--- src/rtl/rr_arbiter_pkg.sv ---
// rr_arbiter_pkg -- shared types for the round-robin arbiter.
//   state_t : arbiter FSM state (IDLE = no grant, BUSY = grant outstanding)
package rr_arbiter_pkg;

   typedef enum logic {
      IDLE = 1'b0,
      BUSY = 1'b1
   } state_t;

endpackage

--- src/rtl/maske.sv ---
// maske -- common priority mask generator.
//   Parameters:
//     W              : vector width
//     P_INCLUSIVE    : 1 = include bit ptr itself in the mask
//     LEFT_NOT_RIGHT : 1 = mask bits above ptr, 0 = mask bits below ptr
//   Ports:
//     ptr  in  $clog2(W)  pivot index
//     mask out W          selected bit positions
module maske #(
   parameter int unsigned W              = 4,
   parameter bit          P_INCLUSIVE    = 1'b0,
   parameter bit          LEFT_NOT_RIGHT = 1'b1
) (
   input  logic [$clog2(W)-1:0] ptr,
   output logic [W-1:0]         mask
);

   always_comb begin
      mask = '0;
      for (int unsigned i = 0; i < W; i++) begin
         if (LEFT_NOT_RIGHT)
            mask[i] = (i > 32'(ptr)) || (P_INCLUSIVE && (i == 32'(ptr)));
         else
            mask[i] = (i < 32'(ptr)) || (P_INCLUSIVE && (i == 32'(ptr)));
      end
   end

endmodule

--- src/rtl/rr_arbiter.sv ---
// rr_arbiter -- round-robin arbiter with registered one-hot and binary grant.
//   Optional feature macro: RR_ARBITER_LOCK_EN (adds lock_i; ack with lock
//   keeps the grant on the same requester).
//   Ports:
//     clk        in   1          system clock, rising edge
//     rst_n      in   1          synchronous active-low reset
//     req_i      in   W          request levels
//     ack_i      in   1          consumer accepts current grant
//     lock_i     in   1          hold grant across ack (RR_ARBITER_LOCK_EN only)
//     gnt_vld_o  out  1          grant outstanding
//     gnt_o      out  W          one-hot grant, zero when not valid
//     gnt_idx_o  out  $clog2(W)  binary index of granted requester
module rr_arbiter
   import rr_arbiter_pkg::*;
#(
   parameter int unsigned W = 4
) (
   input  logic                 clk,
   input  logic                 rst_n,
   input  logic [W-1:0]         req_i,
   input  logic                 ack_i,
`ifdef RR_ARBITER_LOCK_EN
   input  logic                 lock_i,
`endif
   output logic                 gnt_vld_o,
   output logic [W-1:0]         gnt_o,
   output logic [$clog2(W)-1:0] gnt_idx_o
);

   localparam int unsigned IW = $clog2(W);

   state_t         state, state_nxt;
   logic [IW-1:0]  ptr, ptr_nxt, idx_nxt, ptr_arb, win;
   logic [W-1:0]   mask, masked, cand, gnt_nxt;
   logic           lock, rel, found;

`ifdef RR_ARBITER_LOCK_EN
   assign lock = lock_i;
`else
   assign lock = 1'b0;
`endif

   // A releasing ack moves the pointer to the acked index in the same cycle,
   // so arbitration must already use that index as its pivot.
   assign rel     = (state == BUSY) && ack_i && !lock;
   assign ptr_arb = rel ? gnt_idx_o : ptr;

   maske #(
      .W              (W),
      .P_INCLUSIVE    (1'b0),
      .LEFT_NOT_RIGHT (1'b1)
   ) u_maske (
      .ptr  (ptr_arb),
      .mask (mask)
   );

   // Lowest set bit above the pivot, else wrap to the lowest set bit overall.
   always_comb begin
      masked = req_i & mask;
      cand   = (|masked) ? masked : req_i;
      win    = '0;
      found  = 1'b0;
      for (int unsigned i = 0; i < W; i++) begin
         if (cand[i] && !found) begin
            win   = IW'(i);
            found = 1'b1;
         end
      end
   end

   always_comb begin
      state_nxt = state;
      ptr_nxt   = ptr;
      idx_nxt   = gnt_idx_o;
      case (state)
         IDLE: begin
            if (|req_i) begin
               state_nxt = BUSY;
               idx_nxt   = win;
            end
         end
         BUSY: begin
            if (rel) begin
               ptr_nxt = gnt_idx_o;
               if (|req_i)
                  idx_nxt = win;
               else
                  state_nxt = IDLE;
            end
         end
         default: state_nxt = IDLE;
      endcase
      gnt_nxt = '0;
      if (state_nxt == BUSY)
         gnt_nxt[idx_nxt] = 1'b1;
   end

   always_ff @(posedge clk) begin
      if (!rst_n) begin
         state     <= IDLE;
         ptr       <= IW'(W - 1);
         gnt_idx_o <= '0;
         gnt_o     <= '0;
      end else begin
         state     <= state_nxt;
         ptr       <= ptr_nxt;
         gnt_idx_o <= idx_nxt;
         gnt_o     <= gnt_nxt;
      end
   end

   assign gnt_vld_o = (state == BUSY);

endmodule

--- config.mk ---
export PLATFORM = sky130hd
export DESIGN_NAME = rr_arbiter
export DESIGN_NICKNAME = d
export VERILOG_FILES = /design/src/rtl/rr_arbiter_pkg.sv /design/src/rtl/maske.sv /design/src/rtl/rr_arbiter.sv
export SDC_FILE = /design/constraint.sdc
export NUM_CORES = 1
export LEC_CHECK = 0
export ABC_AREA = 1
export CAP_MARGIN = 5
export CORE_AREA = 3 3 40 42
export CTS_CLUSTER_DIAMETER = 40
export DETAILED_ROUTE_END_ITERATION = 10
export DIE_AREA = 0 0 43 45
export PLACE_DENSITY_LB_ADDON = 0.2
export SLEW_MARGIN = 10
export SYNTH_ARGS = -nofsm -noshare
export SYNTH_HDL_FRONTEND = slang
export SYNTH_SLANG_ARGS = --single-unit
--- constraint.sdc ---
create_clock -name clk -period 2 [get_ports clk]
set_input_delay 0.4 -clock clk [delete_from_list [all_inputs] [get_ports clk]]
set_output_delay 0.4 -clock clk [all_outputs]
set_load 0.01 [all_outputs]
==> flow_results.xml <==
<?xml version="1.0" encoding="UTF-8"?>
<metrics>
  <group name="timing">
    <metric name="fin_crit" unit="ns">1.763</metric>
    <metric name="finClkSkew" unit="ns">0.0008898</metric>
    <metric name="slew_headroom" unit="%">83.55</metric>
    <metric name="setup_total_negative_slack" unit="ns">0</metric>
    <metric name="period_utilisation_layout" unit="%">88.17</metric>
    <metric name="finalHoldViolations" unit="">0</metric>
    <metric name="timing.fmax" unit="MHz">567.1</metric>
    <metric name="report.final.slew_viol_count" unit="">0</metric>
    <metric name="final_number_of_setup_violating_endpoints" unit="">0</metric>
    <metric name="worst_slew_pin_slew" unit="ns">0.2454</metric>
    <metric name="grt_setup_unrepaired" unit="">false</metric>
  </group>
  <group name="power">
    <metric name="overall_power" unit="W">0.0004879</metric>
    <metric name="power.density" unit="mW/mm²">681.8</metric>
    <metric name="worst_ir_drop_vdd" unit="V">0.0004692</metric>
    <metric name="power.static_leakage" unit="nW">0.3443</metric>
  </group>
  <group name="die">
    <metric name="io_pins" unit="">14</metric>
    <metric name="rows" unit="">13</metric>
    <metric name="core_area" unit="mm²">0.001285</metric>
    <metric name="die_width" unit="µm">43</metric>
    <metric name="start_util" unit="%">40.80</metric>
    <metric name="die_area" unit="mm²">0.001935</metric>
    <metric name="dieHeight" unit="µm">45</metric>
  </group>
  <group name="logic_synthesis">
    <metric name="synth_compound_area_share" unit="%">9.308</metric>
    <metric name="syn_nets" unit="">79</metric>
    <metric name="syn-instance-count" unit="">72</metric>
    <metric name="synth.avg_cell_area" unit="µm²">7.281</metric>
    <metric name="post_synth_xor_area_fraction" unit="%">0</metric>
    <metric name="ffs_latches_synth" unit="">9</metric>
    <metric name="yosys.area_share.simple" unit="%">47.02</metric>
    <metric name="ys_seq_area_share" unit="%">34.37</metric>
    <metric name="synthMuxAreaShare" unit="%">0</metric>
    <metric name="netlist_area" unit="µm²">524.3</metric>
    <metric name="synth_top_family_by_area" unit="">simple AND/OR/NAND/NOR gates</metric>
    <metric name="number_of_warning_messages_in_the_yosys_log" unit="">0</metric>
    <metric name="synth_cell_types" unit="">17</metric>
    <metric name="adder_cell_fraction_of_synth_area" unit="%">0</metric>
  </group>
  <group name="critical_path">
    <metric name="crit_path_max_fanout" unit="">6</metric>
    <metric name="critical_path_buf_inv_count" unit="">1</metric>
    <metric name="worstReg2RegStart" unit="">gnt_vld_o</metric>
    <metric name="critical-path-top-delay-family" unit="">simple AND/OR/NAND/NOR gates</metric>
    <metric name="timing.rr.end" unit="">gnt_o[0]</metric>
    <metric name="worst_setup_ep" unit="">gnt_o[0]</metric>
    <metric name="path_common_cell" unit="">sky130_fd_sc_hd__nand2_1</metric>
    <metric name="critPathRequiredTime" unit="ns">2.15</metric>
    <metric name="ff2ff_path_depth" unit="">11</metric>
    <metric name="slowest_stage" unit="">sky130_fd_sc_hd__clkdlybuf4s50_1</metric>
    <metric name="timing.critical_path.to_type" unit="">flop</metric>
    <metric name="worst_setup_path_start_kind" unit="">input port</metric>
    <metric name="crit_cells" unit="">12</metric>
    <metric name="reg2reg_slack" unit="ns">0.52</metric>
    <metric name="crit_path_cell_trace" unit="">clkdlybuf4s50_1, nand2_2, nand2_1, nand2_1, nand2_1, nand2_2, o21ai_0, nand2_1, nand2_2, nand2_1, o21ai_2, nor2_1</metric>
    <metric name="slowest_delay" unit="ns">0.59</metric>
    <metric name="crit_arrival" unit="ns">1.92</metric>
    <metric name="criticalPathCategory" unit="">input port to flop</metric>
    <metric name="timing.critical_path.from" unit="">ack_i</metric>
  </group>
  <group name="global_routing">
    <metric name="grt_antenna_before_repair" unit="">0</metric>
    <metric name="via_count_of_the_first_global_routing_pass" unit="">420</metric>
    <metric name="globalRouteTotalUtil" unit="%">11.87</metric>
    <metric name="grt_start_max_net_pins" unit="">8</metric>
    <metric name="grt_overflow" unit="">0</metric>
    <metric name="first_pass_grt_wire_length" unit="mm">1.683</metric>
  </group>
  <group name="placed_design">
    <metric name="place.gp.congestion" unit="">0.7812</metric>
    <metric name="portBuffers" unit="">13</metric>
    <metric name="dpl.hpwl" unit="µm">852</metric>
  </group>
  <group name="status">
    <metric name="run_status" unit="">finished clean</metric>
  </group>
  <group name="clock_network">
    <metric name="cts_tree" unit="">built</metric>
    <metric name="cts_hold_buffers" unit="">0</metric>
    <metric name="ctsResizeCount" unit="">0</metric>
    <metric name="postCtsSetupRepairBufs" unit="">0</metric>
    <metric name="cts_made_buffers" unit="">3</metric>
    <metric name="root_buffer" unit="">sky130_fd_sc_hd__clkbuf_4</metric>
    <metric name="cts.clk_slew.worst_paths" unit="ns">0.06</metric>
    <metric name="h-tree-depth" unit="">1</metric>
    <metric name="clock_tree.buffer_depth" unit="">2</metric>
    <metric name="clock_latency" unit="ns">0.26</metric>
    <metric name="clock_sink_count" unit="">9</metric>
  </group>
  <group name="final_layout">
    <metric name="area_growth" unit="%">36.52</metric>
    <metric name="layout_cell_share_with_drive_strength_beyond_1" unit="%">28.57</metric>
    <metric name="layout.nets" unit="">99</metric>
    <metric name="insertedDiodeCount" unit="">0</metric>
    <metric name="layout_common_cells" unit="">sky130_fd_sc_hd__nand2_1 (13), sky130_fd_sc_hd__clkdlybuf4s50_1 (13), sky130_fd_sc_hd__inv_1 (11), sky130_fd_sc_hd__nor2_1 (9), sky130_fd_sc_hd__dfxtp_1 (9)</metric>
  </group>
  <group name="detailed_routing">
    <metric name="final_antenna_net_count" unit="">0</metric>
    <metric name="detailedRoute.firstIterationViolations" unit="">4</metric>
    <metric name="via_density_per_instance" unit="">4.642</metric>
    <metric name="drt-total-wl" unit="mm">1.055</metric>
    <metric name="first_pass_iters" unit="">2</metric>
    <metric name="avgRoutedWirePerCell" unit="µm">9.953</metric>
    <metric name="drc_errors" unit="">0</metric>
    <metric name="via_total_after_detailed_routing" unit="">492</metric>
  </group>
  <group name="flow_run">
    <metric name="cap_viol_max_count" unit="">0</metric>
  </group>
  <group name="min_path">
    <metric name="hold_crit_class" unit="">flop to flop</metric>
  </group>
</metrics>
==> registers in the layout, indices dropped and copies added, names as in the netlist <==
signal     count
gnt_idx_o      2
gnt_o          4
gnt_vld_o      1
ptr            2
==> metal layers <==
metal | vias up | routed length, µm | global-route usage (%)
met3 | 2 | 85 | 7.570
met5 | - | 0 | 0
met2 | 12 | 485 | 20.36
met4 | 0 | 8 | 1.807
met1 | 216 | 475 | 12.68
li1 | 262 | - | -
==> Yosys cell counts, drive strengths merged <==
| library cell | n | area, µm² |
|---|---|---|
| nand2 | 20 | 97.60 |
| inv | 13 | 48.80 |
| nor2 | 12 | 67.56 |
| dfxtp | 9 | 180.2 |
| nand3 | 9 | 65.06 |
| o21ai | 4 | 27.53 |
| a21oi | 2 | 13.76 |
| nand4 | 1 | 6.260 |
| nor3 | 1 | 10.01 |
| o21bai | 1 | 7.510 |
==> cell families (layout without fill, tap and decap cells) <==
kind of cell	count (synthesis)	after routing
flops	9	9
buf+inv	13	32
compound gates	7	7
simple gates	43	43
==> area by class of cell <==
cell class / instances / area [µm²]
timing repair buffer: 15 / 145.1
inverter: 13 / 48.80
sequential: 9 / 180.2
multi-input combinational: 50 / 295.3
tap: 15 / 18.77
fill: 133 / 569.3
clock inverter: 1 / 5.005
clock buffer: 3 / 22.52
==> report_power, final <==
group / total (W) / internal (W) / leakage, nW / switching, W
logic: 0.000147 / 0.0000678 / 0.252 / 0.0000788
registers: 0.000202 / 0.000194 / 0.0743 / 0.00000794
clock network: 0.000139 / 0.0000738 / 0.0177 / 0.0000652
total: 0.000488 / 0.000336 / 0.344 / 0.000152
==> through the flow <==
| step | instance area, µm² | instances | hold slack [ns] | util, % | worst slack (ns) |
|---|---|---|---|---|---|
| 2_1_floorplan | 524.3 | 72 | 0.4689 | - | 0.6374 |
| 3_3_place_gp | 688.2 | 102 | 0.5790 | 53.55 | -0.02018 |
| 3_5_place_dp | 688.2 | 102 | 0.5984 | 53.55 | -0.04430 |
| 4_1_cts | 715.7 | 106 | 0.6163 | 55.70 | 0.2262 |
| 5_1_grt | 715.7 | 106 | 0.6594 | 55.70 | 0.08481 |
| 6_report | 715.7 | 106 | 0.6078 | 55.70 | 0.2366 |
==> tightest hold or removal path: stages, from the launching register on <==
cell                      delay, ns
sky130_fd_sc_hd__dfxtp_1       0.33
sky130_fd_sc_hd__inv_1         0.05
sky130_fd_sc_hd__nand2_2       0.08
sky130_fd_sc_hd__nand2_4       0.07
sky130_fd_sc_hd__nand2_1       0.05
==> worst min-delay path by stage <==
stage | endpoint | depth (start not counted) | slack [ns] | from
CTS | ptr[1] | 4 | 0.62 | ptr[1]
global route | ptr[1] | 4 | 0.66 | ptr[1]
floorplan | ptr[1] | 1 | 0.47 | rst_n
finish | ptr[1] | 4 | 0.61 | ptr[1]
detailed placement | ptr[1] | 4 | 0.60 | ptr[1]
global placement | ptr[1] | 4 | 0.58 | ptr[1]
(Power assumes the default switching activity.)
==> variant: new RTL, same settings <==
Build with the macro `RR_ARBITER_LOCK_EN` defined.
--- a/src/rtl/rr_arbiter.sv
+++ b/src/rtl/rr_arbiter.sv
@@ -10,6 +10,8 @@
 //     gnt_vld_o  out  1          grant outstanding
 //     gnt_o      out  W          one-hot grant, zero when not valid
 //     gnt_idx_o  out  $clog2(W)  binary index of granted requester
+`define RR_ARBITER_LOCK_EN
+
 module rr_arbiter
    import rr_arbiter_pkg::*;
 #(
Ports: changed (added lock_i); port bits go from 14 to 15. No check against the original RTL was run, so the function may have changed too.
==> variant against the original RTL <==
  * Clock power shrank 3%
  * Total power shrank 2.6%
  * Fmax grew 0.14%
  * Critical path type unchanged
  * Synthesized area grew 9.8%
  * Worst setup slack gained 0.0025 ns
  * Register-to-register slack lost 0.02 ns
  * Largest power group unchanged
  * Routed wire length grew 3.2%
  * Highest routed layer unchanged
  * Largest cell class unchanged
  * Sequential cell count is the same
  * Cell area grew 8.4%
==> variant: results (changes against the original RTL) <==
- The total CTS buffers is 3 (unchanged).
- The final routed wire length divided by cell count is 9.99 um (+0.38%).
- The largest voltage drop on the vdd net is 0.000316 V (-33%).
- Yosys attributes the largest share of cell area to sky130_fd_sc_hd__dfxtp_1 31%, sky130_fd_sc_hd__nand2_1 10%, sky130_fd_sc_hd__nand3_2 7.0%.
- In the synthesized netlist, the cells that appear most often are 16 x sky130_fd_sc_hd__nand2_1, 9 x sky130_fd_sc_hd__dfxtp_1, 9 x sky130_fd_sc_hd__inv_1, 8 x sky130_fd_sc_hd__nor2_1, 6 x sky130_fd_sc_hd__nand2_2.
- The number of buffers inserted by port buffering is 14 (+1).
- The level count of the clock H-tree is 1 (unchanged).
- The number of resized instances in the post-cts repair step is 0 (unchanged).
- The maximum number of pins on one net before global-route repair is 6 (-2).
- In the final layout, the registers with the most flip-flops are gnt_o (4), gnt_idx_o (2), ptr (2).
- The maximum number of buffers from clock root to sink is 2 (unchanged).
- The count of inserted antenna diode cells is 0 (unchanged).
- The clock-pin slew on the worst setup and hold paths is 0.06 ns (about the same).
- The data arrival at the endpoint of the critical path is 1.90 ns (-0.02 ns).
- The primary flip-flop cell chosen by synthesis mapping is sky130_fd_sc_hd__dfxtp_1.
- The via count of the first global-routing pass is 461 (+9.8%).
- The post-synth net total came to 82 (+3.8%).
- The total via count after detailed routing is 511 (+3.9%).
- The number of DRC violations after detailed-routing iteration 0 is 14 (+10).
- The share of the yosys chip area belonging to registers was 0.313 (-0.0306).
- The ratio of cells with drive above 1 in the final layout is 0.277 (-0.00912).
- The wire length of the first global-routing pass is 1840 um (+9.0%).
- The last weighted congestion value of the routability-driven placer is 0.842 (+7.8%).
- The total track usage is 0.130 (+0.0116).
- The normalized max-slew margin is 0.799 (-0.0364).
- The post-detailed-placement half-perimeter wirelength is 911 um (+6.9%).
- The run finished with clean final reports.
- The async set-or-reset flop fraction in the synthesized netlist is 0 (unchanged).
- The top fanout value on the critical path is 4 (-2).
- The cell at the root of the clock tree is sky130_fd_sc_hd__clkbuf_4.
- The total number of yosys warnings is 0 (unchanged).
- The number of antenna violations at the first check in global routing is 0 (unchanged).
- The count of distinct cell types in the synthesized netlist is 22 (+5).
- The type of the tightest min-delay check is reg -> reg.
- The post-layout net count came to 103 (+4.0%).
- The post-CTS setup-driven buffer insertion count was 0 (unchanged).
- The leakage dissipation is 0.363 nW (+5.3%).
- The number of iterations in the first detailed-routing pass is 4 (+2).
- The clock skew after layout was 0.00147 ns (+0.000575 ns).
- The clock insertion delay at the later pin of the skew report is ~0.25 ns.
- The number of inserted filler cells in the final layout is 125 (-6.0%).
==> variant: cells by family (layout without fill, tap and decap cells) <==
group,Yosys count,after routing,share of synthesized area
AOI/OAI and AO/OA,6,6,0.0739
DFF,9,9,0.313
and+or+nand+nor,47,47,0.511
buffers and inverters,12,32,0.102
==> variant: stage by stage <==
stage | cells | setup WS (ns) | util | power [W] | instance area [um^2]
CTS | 109 | 0.227 | 0.604 | 0.000480 | 776
detailed placement | 105 | -0.0359 | 0.583 | 0.000345 | 749
global route | 109 | 0.115 | 0.604 | 0.000504 | 776
floorplan | 74 | 0.584 | - | 0.000290 | 576
global placement | 105 | -0.0344 | 0.583 | 0.000343 | 749
finish | 109 | 0.239 | 0.604 | 0.000475 | 776
==> variant: area by class of cell <==
type | instances | share of cell area
Multi-Input combinational cell | 53 | 0.434
Sequential cell | 9 | 0.232
Timing Repair Buffer | 16 | 0.200
Inverter | 12 | 0.0758
Clock buffer | 4 | 0.0339
Tap cell | 15 | 0.0242
==> variant: final timing paths <==
kind	slack, ns	cells after the start	to	from
max	0.24	12	gnt_o[3]$_SDFF_PN0_	ack_i
min	0.59	4	ptr[1]$_SDFFE_PN1P_	ptr[1]$_SDFFE_PN1P_
max reg2reg	0.50	11	gnt_o[3]$_SDFF_PN0_	gnt_vld_o$_SDFF_PN0_
min reg2reg	0.59	4	ptr[1]$_SDFFE_PN1P_	ptr[1]$_SDFFE_PN1P_
==> variant: power breakdown <==
| group | internal, W | switching, W |
|---|---|---|
| Sequential | 0.000192 | 0.00000633 |
| Combinational | 0.0000679 | 0.0000742 |
| Clock | 0.0000765 | 0.0000583 |
==> variant: worst max-delay path, stage by stage <==
cell	delay, ns
sky130_fd_sc_hd__clkdlybuf4s50_1	0.51
sky130_fd_sc_hd__nand2_2	0.08
sky130_fd_sc_hd__nor2_4	0.11
sky130_fd_sc_hd__nand2_1	0.07
sky130_fd_sc_hd__nand2_1	0.08
sky130_fd_sc_hd__nand2_1	0.07
sky130_fd_sc_hd__nand2_2	0.09
sky130_fd_sc_hd__nand3_2	0.07
sky130_fd_sc_hd__nor2_2	0.13
sky130_fd_sc_hd__nor2_4	0.06
sky130_fd_sc_hd__a21oi_2	0.18
sky130_fd_sc_hd__nor2_1	0.07
==> variant: per-layer routing <==
layer | GRT usage | routed length (um)
met1 | 0.168 | 505
met5 | 0 | 0
met4 | 0.0904 | 36
met3 | 0.0239 | 42
met2 | 0.198 | 504
